## config.mk

```make
export PLATFORM = sky130hd
export DESIGN_NAME = hazard_ctrl
export DESIGN_NICKNAME = d
export VERILOG_FILES = /design/src/rtl/hazard_ctrl_pkg.sv /design/src/rtl/hazard_md_timer.sv /design/src/rtl/hazard_ctrl.sv
export SDC_FILE = /design/constraint.sdc
export NUM_CORES = 1
export LEC_CHECK = 0
export CORE_MARGIN = 4
export CORE_UTILIZATION = 35
export CTS_BUF_LIST = sky130_fd_sc_hd__clkbuf_16
export CTS_CLUSTER_DIAMETER = 40
export CTS_CLUSTER_SIZE = 40
export DETAILED_ROUTE_END_ITERATION = 8
export GPL_TIMING_DRIVEN = 0
export PLACE_DENSITY = 0.69
export SLEW_MARGIN = 25
export SYNTH_ARGS = -nofsm -noshare
export SYNTH_HDL_FRONTEND = slang
export SYNTH_SLANG_ARGS = --single-unit
export TNS_END_PERCENT = 50
```

## constraint.sdc

```tcl
create_clock -name clk -period 5.7 [get_ports clk]
set_input_delay 1.14 -clock clk [delete_from_list [all_inputs] [get_ports clk]]
set_output_delay 1.14 -clock clk [all_outputs]
set_load 0.05 [all_outputs]
```

## src/rtl/hazard_ctrl_pkg.sv

```systemverilog
// Shared types and constants for the pipeline hazard controller.
package hazard_ctrl_pkg;

    localparam int unsigned MD_LATENCY = 8;
    localparam int unsigned REG_W      = 5;
    localparam int unsigned STALLCNT_W = 16;
    // Wide enough to hold MD_LATENCY
    localparam int unsigned MD_TIMER_W = 4;

    typedef enum logic [1:0] {
        RUN        = 2'd0,
        LOAD_STALL = 2'd1,
        MD_WAIT    = 2'd2
    } state_e;

endpackage

```

## src/rtl/hazard_md_timer.sv

```systemverilog
// Multiply/divide busy timer: loads the unit latency on issue, counts down to 0 and holds.
module hazard_md_timer
    import hazard_ctrl_pkg::*;
(
    input  logic clk,
    input  logic rst,
    input  logic load,
    output logic busy
);

    logic [MD_TIMER_W-1:0] timer_q;

    // Countdown register; load wins over decrement
    always_ff @(posedge clk) begin
        if (rst) begin
            timer_q <= '0;
        end else if (load) begin
            timer_q <= MD_TIMER_W'(MD_LATENCY);
        end else if (timer_q != '0) begin
            timer_q <= timer_q - 1'b1;
        end
    end

    assign busy = (timer_q != '0);

endmodule

```

## src/rtl/hazard_ctrl.sv

```systemverilog
// Pipeline hazard controller: load-use and mult/div stalls, branch redirect flushes.
module hazard_ctrl
    import hazard_ctrl_pkg::*;
(
    input  logic                  clk,
    input  logic                  rst,
    input  logic [REG_W-1:0]      id_rs,
    input  logic [REG_W-1:0]      id_rt,
    input  logic                  id_useRs,
    input  logic                  id_useRt,
    input  logic                  ex_memRead,
    input  logic [REG_W-1:0]      ex_rt,
    input  logic                  ex_redirect,
    input  logic                  id_mdStart,
    input  logic                  id_mdRead,
    output logic                  pcWrite,
    output logic                  ifidWrite,
    output logic                  ifidFlush,
    output logic                  idexFlush,
    output logic                  mdBusy,
    output logic [1:0]            state,
    output logic [STALLCNT_W-1:0] stallCycles
);

    state_e                state_q;
    logic [STALLCNT_W-1:0] stall_cnt_q;
    logic                  md_busy;
    logic                  load_use;
    logic                  load_use_eff;
    logic                  md_haz;
    logic                  stall;
    logic                  md_load;

    // Hazard detection and stall decision
    always_comb begin
        load_use = ex_memRead && (ex_rt != '0) &&
                   ((id_useRs && (id_rs == ex_rt)) || (id_useRt && (id_rt == ex_rt)));
        // The bubble went in on the detecting cycle; LOAD_STALL masks a repeat so the
        // load-use penalty is exactly one cycle even if ID/EX still shows the load.
        load_use_eff = load_use && (state_q != LOAD_STALL);
        md_haz       = md_busy && (id_mdStart || id_mdRead);
        stall        = !ex_redirect && (load_use_eff || md_haz);
        md_load      = !rst && id_mdStart && !ex_redirect && !stall;
    end

    // Pipeline enables and flushes, same cycle as the inputs
    always_comb begin
        pcWrite   = 1'b1;
        ifidWrite = 1'b1;
        ifidFlush = 1'b0;
        idexFlush = 1'b0;
        if (rst) begin
            pcWrite   = 1'b0;
            ifidWrite = 1'b0;
            ifidFlush = 1'b1;
            idexFlush = 1'b1;
        end else if (ex_redirect) begin
            ifidFlush = 1'b1;
            idexFlush = 1'b1;
        end else if (stall) begin
            pcWrite   = 1'b0;
            ifidWrite = 1'b0;
            idexFlush = 1'b1;
        end
    end

    // Mult/div timer; a redirect does not clear it since the in-flight op is older
    hazard_md_timer u_md_timer (
        .clk  (clk),
        .rst  (rst),
        .load (md_load),
        .busy (md_busy)
    );

    // Stall FSM and saturating stall-cycle counter
    always_ff @(posedge clk) begin
        if (rst) begin
            state_q     <= RUN;
            stall_cnt_q <= '0;
        end else begin
            if (stall && (stall_cnt_q != {STALLCNT_W{1'b1}})) begin
                stall_cnt_q <= stall_cnt_q + 1'b1;
            end
            if (ex_redirect) begin
                state_q <= RUN;
            end else begin
                unique case (state_q)
                    RUN: begin
                        if (load_use_eff)  state_q <= LOAD_STALL;
                        else if (md_haz)   state_q <= MD_WAIT;
                    end
                    LOAD_STALL: state_q <= RUN;
                    MD_WAIT: begin
                        if (!md_busy) state_q <= RUN;
                    end
                    default: state_q <= RUN;
                endcase
            end
        end
    end

    assign mdBusy      = md_busy;
    assign state       = state_q;
    assign stallCycles = stall_cnt_q;

endmodule
```

Word-level counts from Yosys, hierarchy flattened
Cells that the tools add are included.

storage, ports and cells
  bits in registers = 22
  latch bits = 0
  bits in writable memories = 0
  bits in read-only memories = 0
  input bits = 23
  output and inout port bits = 23
  word-level logic and storage cells = 51
  memories = 0

operators by class
  $add $sub $neg = 2
  $mul = 0
  div/mod/pow operators = 0
  $lt $le $gt $ge = 0
  eq/ne operators = 7
  shift-type cells = 0
  mux-type cells = 14
  bitwise operators = 0
  reduce and logical (&&, ||, !) cells = 24

operators by type and width
  operator                 count
  $add A16 B1 Y16 const B  1
  $ne A16 B16 Y1 const B   1
  $logic_and A1 B1 Y1      11
  $eq A5 B5 Y1             2
  $mux W1                  8
  $mux W4                  2
  $mux W2                  3
  $reduce_bool A5 Y1       1
  $pmux W2 S2              1
  $reduce_bool A4 Y1       1
  $reduce_or A2 Y1         2
  $sub A4 B1 Y4 const B    1
  $logic_not A1 Y1         3
  $logic_or A1 B1 Y1       3
  $ne A3 B3 Y1 const B     1
  $eq A2 B2 Y1 const B     1
  $logic_not A2 Y1         1
  $ne A2 B1 Y1 const B     1
  $ne A2 B2 Y1 const B     1
  $reduce_and A2 Y1        1
  $reduce_bool A2 Y1       1

Longest topological paths before layout
Gate-level depths: netlist (run 1).

  word-level depth = 10
  gate-level depth with buffers = 9
  mapped depth without buffers = 7

Cells and area by module
A second synthesis (run 1) with hierarchy kept.

unflattened totals
  cell total of the unflattened synthesis = 160
  area total of the unflattened synthesis = 1337.5 um^2

modules (own cells, without submodules)
  module           times used  cells each  area each (um^2)  sequential area each (um^2)
  hazard_ctrl      1           138         1133.6            360.3
  hazard_md_timer  1           22          203.9             80.1

Worst setup path before layout (run 1)
Ideal clock, no wire load.

  kind = in2out
  from = in ex_rt[0]
  to = out pcWrite
  arrival time = 2.976 ns
  required time = 4.560 ns
  slack = 1.584 ns
  stages on the path = 6
  buffers on the path = 1
  path through = nor3_1 > a21oi_1 > a21oi_1 > nor2_1 > nor2_1 > buf_4

on the way
  longest elaborated chain between the ends = 10
  elaborated cells on any way between the ends = 14
  those cells by class = eq/ne (2); mux (3); reduce/logical (9)

ends and longest elaborated chain
  element                    RTL line           text
  from (decl)                hazard_ctrl.sv:12  input logic [REG_W-1:0] ex_rt,
  $eq A5 B5 Y1               hazard_ctrl.sv:37  ((id_useRs && (id_rs == ex_rt)) || (id_useRt && (id_rt == ex_rt)));
  $logic_and A1 B1 Y1        hazard_ctrl.sv:37
  $logic_or A1 B1 Y1         hazard_ctrl.sv:37
  $logic_and A1 B1 Y1 (*)    hazard_ctrl.sv:36  load_use = ex_memRead && (ex_rt != '0) &&
  $logic_and A1 B1 Y1 (*)    hazard_ctrl.sv:40  load_use_eff = load_use && (state_q != LOAD_STALL);
  $logic_or A1 B1 Y1 (*)     hazard_ctrl.sv:42  stall = !ex_redirect && (load_use_eff || md_haz);
  $logic_and A1 B1 Y1 (*)    hazard_ctrl.sv:42
  $mux W1 (*) (3 in series)  n/a
  to (decl)                  hazard_ctrl.sv:16  output logic pcWrite,

Every way passes the cells marked *; elsewhere a longest branch is shown, timed or not.

Worst setup path after layout (run 1)
  from = in ex_rt[1]
  to = out pcWrite

on the way
  longest elaborated chain between the ends = 10
  elaborated cells on any way between the ends = 14
  those cells by class = eq/ne (2); mux (3); reduce/logical (9)

ends and longest elaborated chain
  element                  RTL line           text
  $eq A5 B5 Y1             hazard_ctrl.sv:37
  $logic_and A1 B1 Y1      hazard_ctrl.sv:37
  $logic_or A1 B1 Y1       hazard_ctrl.sv:37
  $logic_and A1 B1 Y1 (*)  hazard_ctrl.sv:36
  $logic_and A1 B1 Y1 (*)  hazard_ctrl.sv:40
  $logic_or A1 B1 Y1 (*)   hazard_ctrl.sv:42
  $logic_and A1 B1 Y1 (*)  hazard_ctrl.sv:42
  $mux W1 (*)              hazard_ctrl.sv:60  end else if (stall) begin
  $mux W1 (*)              hazard_ctrl.sv:57  end else if (ex_redirect) begin
  $mux W1 (*)              hazard_ctrl.sv:52  if (rst) begin

Marked as above.

==> out/qor.csv, run 1 <==
stage,metric,value,unit
clocking,post_cts_buffers,0,
synth,synth_top_area_share,34.4,%
sta,hold_viol,0,
sta,finalCriticalPeriod,4870,ps
worst_setup_path,endpoint_kind,primary output,
placed_design,place_congestion,0.770,
clocking,cts_sinks,22,
drt,finalWirelength,3600,µm
sta,max_freq,205,MHz
global_routing,grt_max_degree,14,
sta,tightest_slew,717,ps
clocking,root_buffer,clkbuf_16,
pwr,p_leak,0.606,nW
worst_setup_path,setup.worst_path.start_class,input pin,
pwr,p_per_area,348,nW/µm²
placed_design,hpwl,2730,µm
synth,yosys.area.top_type,dfxtp_1,
sta,finalSetupViolations,0,
sta,setup_slack,834,ps
floorplanning,die_h,68.5,µm
layout,insertedDiodeCount,0,
layout,final_core_util,55.0,%
floorplanning,pin_count,46,
drt,num_vias,1395,
global_routing,met1_usage,18.9,%
floorplanning,fp.dieW,68.5,µm
synth,syn_avg_cell_area,8.06,µm²
floorplanning,initial_core_util,37.2,%
global_routing,grt.total_usage,15.9,%
clocking,clkTransAtPathRegs,60,ps
drt,drc,0,
global_routing,gr-usage-met2,28.2,%
layout,final_cells,254,
worst_setup_path,path_class,input pin to primary output,
global_routing,grt_pass1_wl,5790,µm
layout,drive_gt1_share,5.29,%
sta,skew,2.59,ps
min_path,worstHoldEndpoint,state[0],
drt,routedWlPerCell,14.2,µm
placed_design,port_buffers,45,
global_routing,grt_antenna_before_repair,0,
status,outcome,finished clean,
layout,syn_to_final_growth,47.9,%
global_routing,grt.busiest_layer,met2,
synth,yosys_warnings,0,
min_path,hold_path.class,register to register,
layout,layout_common_cells,"45 x clkdlybuf4s50_1, 22 x dfxtp_1, 21 x a21oi_1",
layout,final_common_cell,clkdlybuf4s50_1,
synth,ys.flop_type,dfxtp_1,
synth,syn_nets,185,
pwr,ir_worst_vdd,0.214,mV
sta,finalCritPeriodShare,85.4,%
clocking,postCtsResizedCells,0,
global_routing,grt_pass1_vias,1340,
clocking,cts_tree,built,
placed_design,dpl.cell_count,250,
worst_setup_path,r2r-end,stallCycles[1],
sta,finalMaxSlewViolations,0,
synth,synth_cell_types,34,
synth,synthTopCellsByArea,"dfxtp_1 34%, a21oi_1 8.2%, xnor2_1 7.5%",
synth,async_reset_ff_share,0,%
layout,num-fill-cells,326,
clocking,htreeDepth,1,
layout,nNetsFinal,235,
min_path,hp-start,state[1],
sta,rsz0062_at_grt,no,
global_routing,grt_overflow_total,0,
floorplanning,die-area,4690,µm²
clocking,clock_latency,250,ps
flow_run,cap_violations,0,
clocking,cts_buffer_depth,2,
synth,ys_ff_latch,22,
worst_setup_path,worstPathArrival,3730,ps
worst_setup_path,r2r-start,u_md_timer.timer_q[0],
synth,ys_seq_area_share,34.4,%
drt,via_per_inst,5.49,
sta,finalSetupTns,0,ps
drt,drtIter0Drc,69,
worst_setup_path,cp_max_fo,10,
worst_setup_path,crit_required,4560,ps
drt,firstDrtPassIters,4,
synth,synth_edf_count,0,
clocking,hold_buffers,0,
global_routing,globalRouteMet3Util,3.89,%
min_path,whs_path_depth,1,
floorplanning,row_count,21,
synth,synthesis.area,1280,µm²
synth,syn_inst,159,
worst_setup_path,r2r_setup_slack,3260,ps
placed_design,dp_worst_setup_slack,818,ps
drt,ant_nets,0,
worst_setup_path,reg2reg_depth,9,
floorplanning,core-area,3440,µm²
sta,slew-limit-headroom,52.1,%
clocking,cts_buffers,3,
[metal layers]
layer,vias up,share of wire (%)
met5,-,0
met4,0,0.75
met3,4,8.8
met2,54,47
met1,646,43
li1,691,-
[synth_stat cells, types with 2 or more instances]
cell and instances:
nand2_1 12, or2_2 2, a21oi_1 21, xnor2_1 11, a311o_1 2, o21ai_0 2, inv_1 7, dfxtp_1 22
or4_1 7, nor4_1 2, clkbuf_1 3, buf_4 3, nor2_1 11, ha_1 3, o31ai_1 7, nand3_1 4
or3_1 7, nor3_1 7, o21ai_1 4, nand4_1 8
[sequential cells by signal, indices dropped and copies added, names as in the netlist]
| register | cells |
|---|---|
| stallCycles | 16 |
| u_md_timer.timer_q | 4 |
| state | 2 |
[through the flow]
stage	hold WS, ps	cell area [µm²]	total power [mW]
after floorplan	518	1280	0.379
final	482	1890	0.659
after global routing	511	1890	0.700
after global placement	461	1790	0.454
after CTS	486	1890	0.663
after detailed placement	480	1790	0.465
[cell families (layout without fill, tap and decap cells)]
group | after synthesis | in the layout | share of synthesized area [%]
flops | 22 | 22 | 34.4
buf+inv | 13 | 62 | 4.69
simple gates | 67 | 67 | 29.5
mux | 2 | 2 | 1.66
xor+xnor | 12 | 12 | 8.20
fa+ha+maj | 3 | 3 | 2.93
compound gates | 40 | 40 | 18.7
[worst max path at each step]
stage | cells past startpoint | end | slack (ps) | from
global route | 8 | pcWrite | 650 | ex_rt[1]
CTS | 9 | pcWrite | 820 | ex_rt[1]
floorplan | 6 | pcWrite | 1580 | ex_rt[0]
detailed placement | 9 | pcWrite | 820 | ex_rt[1]
finish | 9 | pcWrite | 830 | ex_rt[1]
global placement | 9 | pcWrite | 890 | ex_rt[1]
[final cells by class]
type | count | area (µm²) | area share, %
timing repair buffer | 45 | 450 | 23.8
buffer | 6 | 33.8 | 1.78
sequential | 22 | 440 | 23.2
inverter | 7 | 26.3 | 1.39
tap | 46 | 57.6 | 3.04
multi-input combinational | 124 | 781 | 41.2
clock inverter | 1 | 30.0 | 1.59
clock buffer | 3 | 75.1 | 3.96
[critical path: stages]
cell,delay [ps]
clkdlybuf4s50_1,550
xnor2_1,110
nand4_1,100
o22ai_1,150
a21oi_1,540
nor2_1,80
nor2_1,140
buf_4,120
clkdlybuf4s50_1,780
[where the power goes]
part           internal (mW)  total, mW  switching (mW)
Combinational          0.104      0.274           0.170
Sequential             0.173      0.188          0.0150
Clock                  0.139      0.197          0.0580
Total                  0.416      0.659           0.243
No activity file was read; power rests on OpenSTA's default activity.
==> run 2, diff against run 1 <==
--- a/config.mk
+++ b/config.mk
@@ -17,4 +17,4 @@
 export SYNTH_ARGS = -nofsm -noshare
 export SYNTH_HDL_FRONTEND = slang
 export SYNTH_SLANG_ARGS = --single-unit
-export TNS_END_PERCENT = 50
+export TNS_END_PERCENT = 100
==> results of run 2 <==
Final layout, timing and power as in run 1 (identical DEF).
==> run 3, diff against run 2 <==
--- a/config.mk
+++ b/config.mk
@@ -13,7 +13,6 @@
 export DETAILED_ROUTE_END_ITERATION = 8
 export GPL_TIMING_DRIVEN = 0
 export PLACE_DENSITY = 0.69
-export SLEW_MARGIN = 25
 export SYNTH_ARGS = -nofsm -noshare
 export SYNTH_HDL_FRONTEND = slang
 export SYNTH_SLANG_ARGS = --single-unit
==> results of run 3 <==
Final layout, timing and power as in run 1 (identical DEF).
